[src/rtl/inst_fetch_stage_pkg.sv]
// Shared widths, defaults and slot types for the instruction fetch front end.
package inst_fetch_stage_pkg;

  localparam int PC_W              = 32;
  localparam int INST_W            = 32;
  localparam int FETCH_QUEUE_DEPTH = 4;
  localparam int DROP_W            = 8;

  typedef logic [PC_W-1:0]   pc_t;
  typedef logic [INST_W-1:0] inst_t;

  localparam pc_t RESET_PC_DEFAULT = '0;

  typedef struct packed {
    inst_t inst;
    pc_t   npc;
  } fetch_slot_t;

  function automatic pc_t pc_advance(input pc_t pc, input pc_t step);
    return pc + step;
  endfunction

endpackage

[src/rtl/inst_fetch_stage_if.sv]
// Instruction-memory, redirect and decoder handshakes of the fetch stage.
interface inst_fetch_stage_if;
  import inst_fetch_stage_pkg::*;

  logic  imem_req_valid;
  logic  imem_req_ready;
  pc_t   imem_req_addr;
  logic  imem_resp_valid;
  inst_t imem_resp_inst;
  logic  redirect_valid;
  pc_t   redirect_pc;
  logic  dec_valid;
  logic  dec_ready;
  inst_t dec_inst;
  pc_t   dec_npc;

  modport master (
    output imem_req_valid, imem_req_addr, dec_valid, dec_inst, dec_npc,
    input  imem_req_ready, imem_resp_valid, imem_resp_inst,
    input  redirect_valid, redirect_pc, dec_ready
  );

  modport slave (
    input  imem_req_valid, imem_req_addr, dec_valid, dec_inst, dec_npc,
    output imem_req_ready, imem_resp_valid, imem_resp_inst,
    output redirect_valid, redirect_pc, dec_ready
  );

endinterface

[src/rtl/inst_fetch_stage_fetch_slot_queue.sv]
// In-order slot queue: slots are allocated at request time and filled by responses.
module fetch_slot_queue
  import inst_fetch_stage_pkg::*;
#(
  parameter  int DEPTH = FETCH_QUEUE_DEPTH,
  localparam int PTR_W = $clog2(DEPTH),
  localparam int CNT_W = PTR_W + 1
) (
  input  logic              clk,
  input  logic              rst_n,
  input  logic              i_alloc,
  input  pc_t               i_alloc_npc,
  input  logic              i_fill,
  input  inst_t             i_fill_inst,
  input  logic              i_pop,
  input  logic              i_flush,
  output logic              o_head_filled,
  output fetch_slot_t       o_head,
  output logic [CNT_W-1:0]  o_alloc_cnt,
  output logic [CNT_W-1:0]  o_pending_cnt
);

  pc_t               r_npc  [DEPTH];
  inst_t             r_inst [DEPTH];
  logic [DEPTH-1:0]  r_filled;
  logic [PTR_W-1:0]  r_head;
  logic [PTR_W-1:0]  r_tail;
  logic [PTR_W-1:0]  r_fill_ptr;
  logic [CNT_W-1:0]  r_alloc_cnt;
  logic [CNT_W-1:0]  r_pending_cnt;
  logic              w_fill;

  assign w_fill = i_fill && (r_pending_cnt != '0);

  always_ff @(posedge clk or negedge rst_n) begin
    if (!rst_n) begin
      r_filled      <= '0;
      r_head        <= '0;
      r_tail        <= '0;
      r_fill_ptr    <= '0;
      r_alloc_cnt   <= '0;
      r_pending_cnt <= '0;
    end else if (i_flush) begin
      r_filled      <= '0;
      r_head        <= '0;
      r_tail        <= '0;
      r_fill_ptr    <= '0;
      r_alloc_cnt   <= '0;
      r_pending_cnt <= '0;
    end else begin
      if (i_alloc) begin
        r_filled[r_tail] <= 1'b0;
        r_tail           <= r_tail + PTR_W'(1);
      end
      if (w_fill) begin
        r_filled[r_fill_ptr] <= 1'b1;
        r_fill_ptr           <= r_fill_ptr + PTR_W'(1);
      end
      // A popped slot is cleared so the head never lands on a stale filled flag after wrap
      if (i_pop) begin
        r_filled[r_head] <= 1'b0;
        r_head           <= r_head + PTR_W'(1);
      end
      r_alloc_cnt   <= r_alloc_cnt + CNT_W'(i_alloc) - CNT_W'(i_pop);
      r_pending_cnt <= r_pending_cnt + CNT_W'(i_alloc) - CNT_W'(w_fill);
    end
  end

  // Payload carries no reset; r_filled alone decides whether a slot is visible
  always_ff @(posedge clk) begin
    if (i_alloc) r_npc[r_tail]      <= i_alloc_npc;
    if (w_fill)  r_inst[r_fill_ptr] <= i_fill_inst;
  end

  assign o_head_filled = r_filled[r_head];
  assign o_head.inst   = r_filled[r_head] ? r_inst[r_head] : '0;
  assign o_head.npc    = r_filled[r_head] ? r_npc[r_head]  : '0;
  assign o_alloc_cnt   = r_alloc_cnt;
  assign o_pending_cnt = r_pending_cnt;

endmodule

[src/rtl/inst_fetch_stage.sv]
// Fetch front end: PC, memory request issue, stale-response dropping and redirect control.
module inst_fetch_stage
  import inst_fetch_stage_pkg::*;
#(
  parameter int  QUEUE_DEPTH = FETCH_QUEUE_DEPTH,
  parameter pc_t RESET_PC    = RESET_PC_DEFAULT,
  parameter int  PC_STEP     = 4
) (
  input  logic               clk,
  input  logic               rst_n,
  inst_fetch_stage_if.master bus
);

  localparam int  CNT_W = $clog2(QUEUE_DEPTH) + 1;
  localparam pc_t STEP  = pc_t'(PC_STEP);

  pc_t               r_pc;
  logic [DROP_W-1:0] r_drop_cnt;

  logic              w_fire;
  logic              w_drop_busy;
  logic              w_fill;
  logic              w_pop;
  logic              w_head_filled;
  fetch_slot_t       w_head;
  logic [CNT_W-1:0]  w_alloc_cnt;
  logic [CNT_W-1:0]  w_pending_cnt;
  logic [DROP_W-1:0] w_drop_sum;
  logic [DROP_W-1:0] w_drop_next;

  // Requests are held off during reset so the memory side sees nothing until release
  assign bus.imem_req_valid = rst_n && !bus.redirect_valid &&
                              (w_alloc_cnt < CNT_W'(QUEUE_DEPTH));
  assign bus.imem_req_addr  = r_pc;
  assign w_fire             = bus.imem_req_valid && bus.imem_req_ready;

  assign w_drop_busy = (r_drop_cnt != '0);
  assign w_fill      = bus.imem_resp_valid && !bus.redirect_valid && !w_drop_busy;
  assign w_pop       = bus.dec_valid && bus.dec_ready && !bus.redirect_valid;

  // Every read still in flight at a redirect becomes one more response to discard
  always_comb begin
    w_drop_sum  = r_drop_cnt + DROP_W'(w_pending_cnt);
    w_drop_next = r_drop_cnt;
    if (bus.redirect_valid) begin
      w_drop_next = w_drop_sum;
      if (bus.imem_resp_valid && (w_drop_sum != '0))
        w_drop_next = w_drop_sum - DROP_W'(1);
    end else if (bus.imem_resp_valid && w_drop_busy) begin
      w_drop_next = r_drop_cnt - DROP_W'(1);
    end
  end

  always_ff @(posedge clk or negedge rst_n) begin
    if (!rst_n) begin
      r_pc       <= RESET_PC;
      r_drop_cnt <= '0;
    end else begin
      r_drop_cnt <= w_drop_next;
      if (bus.redirect_valid)
        r_pc <= bus.redirect_pc;
      else if (w_fire)
        r_pc <= pc_advance(r_pc, STEP);
    end
  end

  fetch_slot_queue #(
    .DEPTH (QUEUE_DEPTH)
  ) u_queue (
    .clk           (clk),
    .rst_n         (rst_n),
    .i_alloc       (w_fire),
    .i_alloc_npc   (pc_advance(r_pc, STEP)),
    .i_fill        (w_fill),
    .i_fill_inst   (bus.imem_resp_inst),
    .i_pop         (w_pop),
    .i_flush       (bus.redirect_valid),
    .o_head_filled (w_head_filled),
    .o_head        (w_head),
    .o_alloc_cnt   (w_alloc_cnt),
    .o_pending_cnt (w_pending_cnt)
  );

  assign bus.dec_valid = w_head_filled;
  assign bus.dec_inst  = w_head.inst;
  assign bus.dec_npc   = w_head.npc;

  a_no_orphan_resp: assert property (@(posedge clk) disable iff (!rst_n)
    (bus.imem_resp_valid && !bus.redirect_valid && !w_drop_busy) |-> (w_pending_cnt != '0));

endmodule

[src/flat_wrapper.sv]
// flat-port wrapper written by rule: the top's interface ports become plain ports
module inst_fetch_stage_flat import inst_fetch_stage_pkg::*;
#(
  parameter int  QUEUE_DEPTH = FETCH_QUEUE_DEPTH,
  parameter pc_t RESET_PC    = RESET_PC_DEFAULT,
  parameter int  PC_STEP     = 4
)
  (clk, rst_n, bus_imem_req_valid, bus_imem_req_addr, bus_dec_valid, bus_dec_inst, bus_dec_npc, bus_imem_req_ready, bus_imem_resp_valid, bus_imem_resp_inst, bus_redirect_valid, bus_redirect_pc, bus_dec_ready);
  inst_fetch_stage_if bus_i ();
  input  logic clk;
  input  logic rst_n;
  output wire logic [$bits(bus_i.imem_req_valid)-1:0] bus_imem_req_valid;
  output wire logic [$bits(bus_i.imem_req_addr)-1:0] bus_imem_req_addr;
  output wire logic [$bits(bus_i.dec_valid)-1:0] bus_dec_valid;
  output wire logic [$bits(bus_i.dec_inst)-1:0] bus_dec_inst;
  output wire logic [$bits(bus_i.dec_npc)-1:0] bus_dec_npc;
  input wire logic [$bits(bus_i.imem_req_ready)-1:0] bus_imem_req_ready;
  input wire logic [$bits(bus_i.imem_resp_valid)-1:0] bus_imem_resp_valid;
  input wire logic [$bits(bus_i.imem_resp_inst)-1:0] bus_imem_resp_inst;
  input wire logic [$bits(bus_i.redirect_valid)-1:0] bus_redirect_valid;
  input wire logic [$bits(bus_i.redirect_pc)-1:0] bus_redirect_pc;
  input wire logic [$bits(bus_i.dec_ready)-1:0] bus_dec_ready;
  assign bus_imem_req_valid = bus_i.imem_req_valid;
  assign bus_imem_req_addr = bus_i.imem_req_addr;
  assign bus_dec_valid = bus_i.dec_valid;
  assign bus_dec_inst = bus_i.dec_inst;
  assign bus_dec_npc = bus_i.dec_npc;
  assign bus_i.imem_req_ready = bus_imem_req_ready;
  assign bus_i.imem_resp_valid = bus_imem_resp_valid;
  assign bus_i.imem_resp_inst = bus_imem_resp_inst;
  assign bus_i.redirect_valid = bus_redirect_valid;
  assign bus_i.redirect_pc = bus_redirect_pc;
  assign bus_i.dec_ready = bus_dec_ready;
  inst_fetch_stage #(.QUEUE_DEPTH(QUEUE_DEPTH), .RESET_PC(RESET_PC), .PC_STEP(PC_STEP)) u_core (.clk(clk), .rst_n(rst_n), .bus(bus_i));
endmodule
[config.mk]
export PLATFORM = sky130hd
export DESIGN_NAME = inst_fetch_stage_flat
export DESIGN_NICKNAME = d
export VERILOG_FILES = /design/src/rtl/inst_fetch_stage_pkg.sv /design/src/rtl/inst_fetch_stage_if.sv /design/src/rtl/inst_fetch_stage_fetch_slot_queue.sv /design/src/rtl/inst_fetch_stage.sv /design/src/flat_wrapper.sv
export SDC_FILE = /design/constraint.sdc
export NUM_CORES = 1
export LEC_CHECK = 0
export ABC_AREA = 1
export CORE_MARGIN = 3
export CORE_UTILIZATION = 51
export DETAILED_ROUTE_END_ITERATION = 8
export GPL_ROUTABILITY_DRIVEN = 0
export PLACE_DENSITY = 0.79
export SYNTH_ARGS = -nofsm -noshare
export SYNTH_HDL_FRONTEND = slang
export SYNTH_HIERARCHICAL = 1
export SYNTH_SLANG_ARGS = --single-unit
[constraint.sdc]
create_clock -name clk -period 2.7 [get_ports clk]
set_clock_uncertainty 0.15 [all_clocks]
set_input_delay 0.27 -clock clk [delete_from_list [all_inputs] [get_ports clk]]
set_output_delay 0.27 -clock clk [all_outputs]
set_load 0.005 [all_outputs]
## After elaboration in Yosys (flattened, before gate mapping)

Memory sizes are Yosys's and may differ from the RTL's.
Cells that the tools add are included.

- Add/subtract/negate cells: 11
- Bitwise operators: 5
- Magnitude comparators: 7
- Reduce and logical (&&, ||, !) cells: 22
- Multiplexer cells: 33

Operators by type and width:

| operator | number |
|---|---|
| $mux W32 | 4 |
| $add A32 B3 Y32 const B | 1 |
| $mux W4 | 6 |
| $mux W8 | 3 |
| $reduce_bool A8 Y1 | 2 |
| $sub A8 B1 Y8 const B | 2 |
| $logic_and A1 B1 Y1 | 13 |
| $mux W2 | 6 |
| $lt A2 B3 Y1 const B | 3 |
| $add A8 B3 Y8 | 1 |
| $and A4 B4 Y4 | 2 |
| $mux W1 | 8 |
| $not A4 Y4 | 2 |
| $reduce_bool A2 Y1 | 4 |
| $add A2 B1 Y2 const B | 3 |
| $add A3 B1 Y3 | 2 |
| $demux W1 S2 | 3 |
| $ge A2 B1 Y1 const B | 3 |
| $mux W3 | 2 |
| $sub A3 B1 Y3 | 2 |
| $or A4 B4 Y4 | 1 |
| $lt A3 B3 Y1 const B | 1 |
| $reduce_bool A3 Y1 | 1 |
| $bmux W1 S2 | 1 |
| $logic_not A1 Y1 | 2 |

- Register bits after elaboration: 56
- Logic and storage cells: 88
- Memories kept: 2
- Memory bits (writable): 256
- Bits of input ports: 70

Memories:

| memory | depth | bits a word | rd ports | clocked after memory_dff | wr ports | line | RTL |
|---|---|---|---|---|---|---|---|
| u_core.u_queue.r_inst | 4 | 32 | 1 | 0 | 1 | inst_fetch_stage_fetch_slot_queue.sv:24 | `inst_t r_inst [DEPTH];` |
| u_core.u_queue.r_npc | 4 | 32 | 1 | 0 | 1 | inst_fetch_stage_fetch_slot_queue.sv:23 | `pc_t r_npc [DEPTH];` |

## Logic depth before layout (Yosys ltp)

- Depth after elaboration: 14
- Gate-level depth with buffers: 18

## Modules after synthesis

The synthesis kept the hierarchy.

Modules (own cells, without submodules):

| module | area each (um^2) | times used | cells each |
|---|---|---|---|
| fetch_slot_queue | 12236.7 | 1 | 1266 |
| inst_fetch_stage | 3040.4 | 1 | 425 |

## Worst setup path before layout

OpenSTA, ideal clock, no wires.

- Path kind: reg2reg
- From: register u_core.r_drop_cnt[3]
- To: memory u_core/u_queue/r_inst[0][0] (netlist bit) (enable)
- Setup time: 0.387 ns
- Stages on the path, launching flop included: 9
- Slack: -0.067 ns
- Required time: 2.163 ns
- Data arrival time: 2.231 ns
- Path buffers: 1
- Path through: dfrtp_1 -> buf_2 -> nor2_1 -> inv_1 -> nor3_1 -> nand4_1 -> nor3_1 -> nand3_1 -> inv_1

- Longest elaborated chain between the ends: 6

RTL lines:

| element | line | RTL |
|---|---|---|
| from (decl) | inst_fetch_stage.sv:18 | `logic [DROP_W-1:0] r_drop_cnt;` |
| from (signal assigned) | inst_fetch_stage.sv:59 | `r_drop_cnt <= w_drop_next;` |
| $reduce_bool A8 Y1 | inst_fetch_stage.sv:37 | `assign w_drop_busy = (r_drop_cnt != '0);` |
| $logic_not A1 Y1 | inst_fetch_stage.sv:38 | `assign w_fill = bus.imem_resp_valid && !bus.redirect_valid && !w_drop_busy;` |
| $logic_and A1 B1 Y1 | inst_fetch_stage.sv:38 |  |
| net u_core.w_fill | inst_fetch_stage.sv:22 | `logic w_fill;` |
| $logic_and A1 B1 Y1 | inst_fetch_stage_fetch_slot_queue.sv:33 | `assign w_fill = i_fill && (r_pending_cnt != '0);` |
| $mux W1 | inst_fetch_stage_fetch_slot_queue.sv:72 | `if (w_fill) r_inst[r_fill_ptr] <= i_fill_inst;` |
| $mux W1 (implied by the code) | inst_fetch_stage_fetch_slot_queue.sv:72 |  |
| to (decl) | inst_fetch_stage_fetch_slot_queue.sv:24 |  |

The timed path passes the listed nets, and every way through them passes these cells.

## Worst setup path in the final report

- From: register u_core.u_queue.r_head[0]
- To: register u_core.u_queue.r_alloc_cnt[1], in the netlist u_core/u_queue/o_alloc_cnt[1]

- Longest elaborated chain between the ends: 6

RTL lines:

| element | line | RTL |
|---|---|---|
| from (decl) | inst_fetch_stage_fetch_slot_queue.sv:26 | `logic [PTR_W-1:0] r_head;` |
| from (signal assigned) | inst_fetch_stage_fetch_slot_queue.sv:62 | `r_head <= r_head + PTR_W'(1);` |
| $bmux W1 S2 | inst_fetch_stage_fetch_slot_queue.sv:75 | `assign o_head_filled = r_filled[r_head];` |
| $mux W1 (implied by the code) | inst_fetch_stage_fetch_slot_queue.sv:75 |  |
| $logic_and A1 B1 Y1 (2 in a row) | inst_fetch_stage.sv:39 | `assign w_pop = bus.dec_valid && bus.dec_ready && !bus.redirect_valid;` |
| net u_core.w_pop | inst_fetch_stage.sv:23 | `logic w_pop;` |
| $sub A3 B1 Y3 | inst_fetch_stage_fetch_slot_queue.sv:64 | `r_alloc_cnt <= r_alloc_cnt + CNT_W'(i_alloc) - CNT_W'(i_pop);` |
| $mux W3 | inst_fetch_stage_fetch_slot_queue.sv:43 | `end else if (i_flush) begin` |
| to (signal assigned) | inst_fetch_stage_fetch_slot_queue.sv:64 |  |
| to (decl) | inst_fetch_stage_fetch_slot_queue.sv:29 | `logic [CNT_W-1:0] r_alloc_cnt;` |

The timed path passes the listed nets, and every way through them passes these cells. The select of a mux whose other input is x is not followed.
A chain may end at the register's enable or synchronous reset.

==> run_results.csv <==
group,metric,value,unit
status,status,"complete, but fails checks",
status,violations,"negative setup slack",
synthesis,ys.flop_type,"edfxtp_1",
timing,tightest_slew,1140,ps
global_route,grtUsageTotal,23.5,%
drt,wl_per_cell,16.7,um
clock_network,numCtsBuffers,30,
layout,antenna_cells,0,
drt,drc,0,
floorplan,die_area,0.0321,sq mm
timing,setup_ws,-83.9,ps
clock_network,tritoncts,"built",
floorplan,start_util,52.5,%
run,maxCapViolations,0,
placed_design,dpl.hpwl,22.6,mm
timing,fin_crit_sh,103,%
layout,area_growth,24.8,%
drt,drtIter0Drc,1232,
setup_path,slowest_stage,"dfrtp_4",
placed_design,place_area,0.0175,sq mm
timing,slew_violations,0,
floorplan,chipHeight,179,um
synthesis,synth-edff-count,256,
timing,setup_viol,14,
setup_path,crit_path_end_kind,"flip-flop",
clock_network,clockRootBuffer,"clkbuf_16",
synthesis,synth.net_count,1787,
layout,fill_cells,2161,
timing,hold_viol_final,0,
power,total_power,10.8,mW
clock_network,clockBufferDepth,3,
power,peakVddDrop,0.533,mV
synthesis,yosys_warnings,6,
layout,design_area,0.0191,sq mm
setup_path,cp.required,2980,ps
synthesis,netlist.area_leader.share,50.3,%
synthesis,syn_avg_cell_area,9.03,sq um
clock_network,clk_latency,550,ps
power,pwr_density_cell,567,mW/mm^2
synthesis,synth_cell_types,37,
power,p_leak,9.31,nW
synthesis,synth_area_leader_cell,"edfxtp_1",
layout,drive_above_1_share,11.2,%
floorplan,die_w,179,um
setup_path,crit_fanout,6,
clock_network,clkTransAtPathRegs,60,ps
worst_hold_path,min_path_type,"in2reg",
drt,route.vias.total,11900,
global_route,overflow,0,
timing,max_freq,359,MHz
global_route,grt_pass1_vias,11800,
placed_design,port-buffer-count,167,
global_route,grt_max_degree,57,
drt,first_pass_iters,6,
placed_design,pre_cts_ws,101,ps
timing,period_minus_slack,2780,ps
drt,wirelength,38.3,mm
synthesis,yosysMostFrequentCell,"nand2_1",
floorplan,rows,62,
synthesis,synth.yosys.seq_area_share,59.5,%
setup_path,arrival,3070,ps
clock_network,htreeDepth,1,
floorplan,core_area,0.0291,sq mm
clock_network,clock_sinks,312,
synthesis,synthTopCellsByArea,"edfxtp_1 50%, nand2_1 14%, inv_1 9.4%",
setup_path,worstSetupPathType,"reg2reg",
timing,rsz0062_at_grt,"true",
timing,maxSlewHeadroom,24.2,%
floorplan,ios,168,
synthesis,async_flop_share,17.9,%
drt,postRouteAntennaNets,0,
global_route,antenna_found_initial,0,
global_route,grt_pass1_wl,59.2,mm
setup_path,max_stage_delay,580,ps
drt,vias_per_cell,5.16,
setup_path,cp_cell_sequence,"inv_12 > nand2_2 > nand3_2 > nand2_4 > buf_4 > buf_6 > buf_4 > nand2_1 > nor2_2 > ha_1 > inv_1 > ha_1 > inv_1 > fa_2 > nor2_1",
layout,nNetsFinal,1986,
synthesis,synth_area,0.0153,sq mm
synthesis,synthTopCellsByCount,"552 x nand2_1, 382 x inv_1, 256 x edfxtp_1, 171 x nand3_1, 56 x dfrtp_1",
synthesis,ys_ff_latch,312,
synthesis,syn_inst,1691,
layout,utilization,65.5,%
setup_path,startpoint_type,"flip-flop",
sequential cells by signal, indices dropped and copies added, names as in the netlist, 3 cells and up:
register / flops
u_core/u_queue/o_pending_cnt: 3
u_core/r_drop_cnt: 8
u_core/bus.imem_req_addr: 32
u_core/u_queue/r_filled: 4
u_core/u_queue/r_inst: 128
u_core/u_queue/r_npc: 128
u_core/u_queue/o_alloc_cnt: 3
worst paths after layout:
path                                                 start                       endpoint  slack, ps  cells past startpoint
worst max-delay path              u_core/u_queue/r_head[0]  u_core/u_queue/o_alloc_cnt[1]        -80                     15
worst min-delay path                    bus_redirect_pc[0]    u_core/bus.imem_req_addr[0]        120                      3
worst max register to register    u_core/u_queue/r_head[0]  u_core/u_queue/o_alloc_cnt[1]        -80                     15
worst min register to register  u_core/u_queue/r_filled[3]     u_core/u_queue/r_filled[3]        390                      2
max in group asynchronous                            rst_n       u_core/u_queue/r_head[0]       1500                      3
min in group asynchronous                            rst_n   u_core/bus.imem_req_addr[19]        310                      3
metrics by stage:
stage	TNS [ps]	instances	hold slack (ps)
finish	-663	2298	120
global route	-3970	2298	121
CTS	-2060	2284	97.2
detailed placement	0	2209	375
global placement	0	2209	369
floorplan	0	1691	-176
what timing repair did:
item                                   4_1_cts  5_1_grt
pin swaps                                    1        8
buffers inserted                             9       12
endpoints found under the hold margin       60        0
gates cloned                                 8        2
hold buffers                                 2        0
setup endpoints to repair                   64       47
resized for setup                           63      105
worst max-delay path: cells and delay by family, from the launching register on:
kind / cells / cell delay [ps]
DFF: 1 / 580
buffers and inverters: 6 / 620
and+or+nand+nor: 6 / 380
adders and majority gates: 3 / 930
cell type report:
class	count	area [sq um]	share of cell area, %
Clock inverter	12	139	0.729
Multi-Input combinational cell	921	4550	23.9
Clock buffer	44	825	4.33
Sequential cell	312	9090	47.7
Tap cell	384	480	2.52
Inverter	395	1510	7.92
Timing Repair Buffer	230	2460	12.9
per-layer routing:
metal / up-vias / global-route usage, % / share of wire (%) / wire (um)
met3: 59 / 3.32 / 7.4 / 2820
met2: 524 / 40.9 / 50 / 19100
met5: - / 0 / 0 / 0
li1: 5647 / - / - / -
met1: 5630 / 30.4 / 41 / 15500
met4: 0 / 7.37 / 2.3 / 880
where the power goes:
part	switching, mW	total, mW	internal, mW
registers	0.173	5.57	5.39
logic	0.670	1.15	0.480
clock network	1.70	4.10	2.40
total	2.54	10.8	8.27
cell families (layout without fill, tap and decap cells):
group	Yosys count	count (layout)	share of synthesized area [%]
adders and majority gates	26	26	2.28
AOI/OAI and AO/OA	53	53	2.19
DFF	312	312	59.5
xor gates and xnor gates	36	36	2.16
and+or+nand+nor	806	806	22.3
buffers and inverters	458	681	11.6
placed cells by master, fill, tap and decap left out, types with 13 or more instances in the layout:
| cell | count |
|---|---|
| a22oi_1 | 25 |
| buf_12 | 13 |
| buf_4 | 29 |
| clkbuf_1 | 13 |
| clkbuf_16 | 33 |
| clkbuf_2 | 27 |
| clkdlybuf4s50_1 | 120 |
| dfrtp_1 | 53 |
| dlymetal6s2s_1 | 13 |
| edfxtp_1 | 256 |
| ha_1 | 22 |
| inv_1 | 377 |
| inv_2 | 13 |
| nand2_1 | 519 |
| nand2_2 | 34 |
| nand3_1 | 169 |
| nor2_1 | 36 |
| xor2_1 | 23 |
Note: power is estimated with default switching activity, not from simulation.
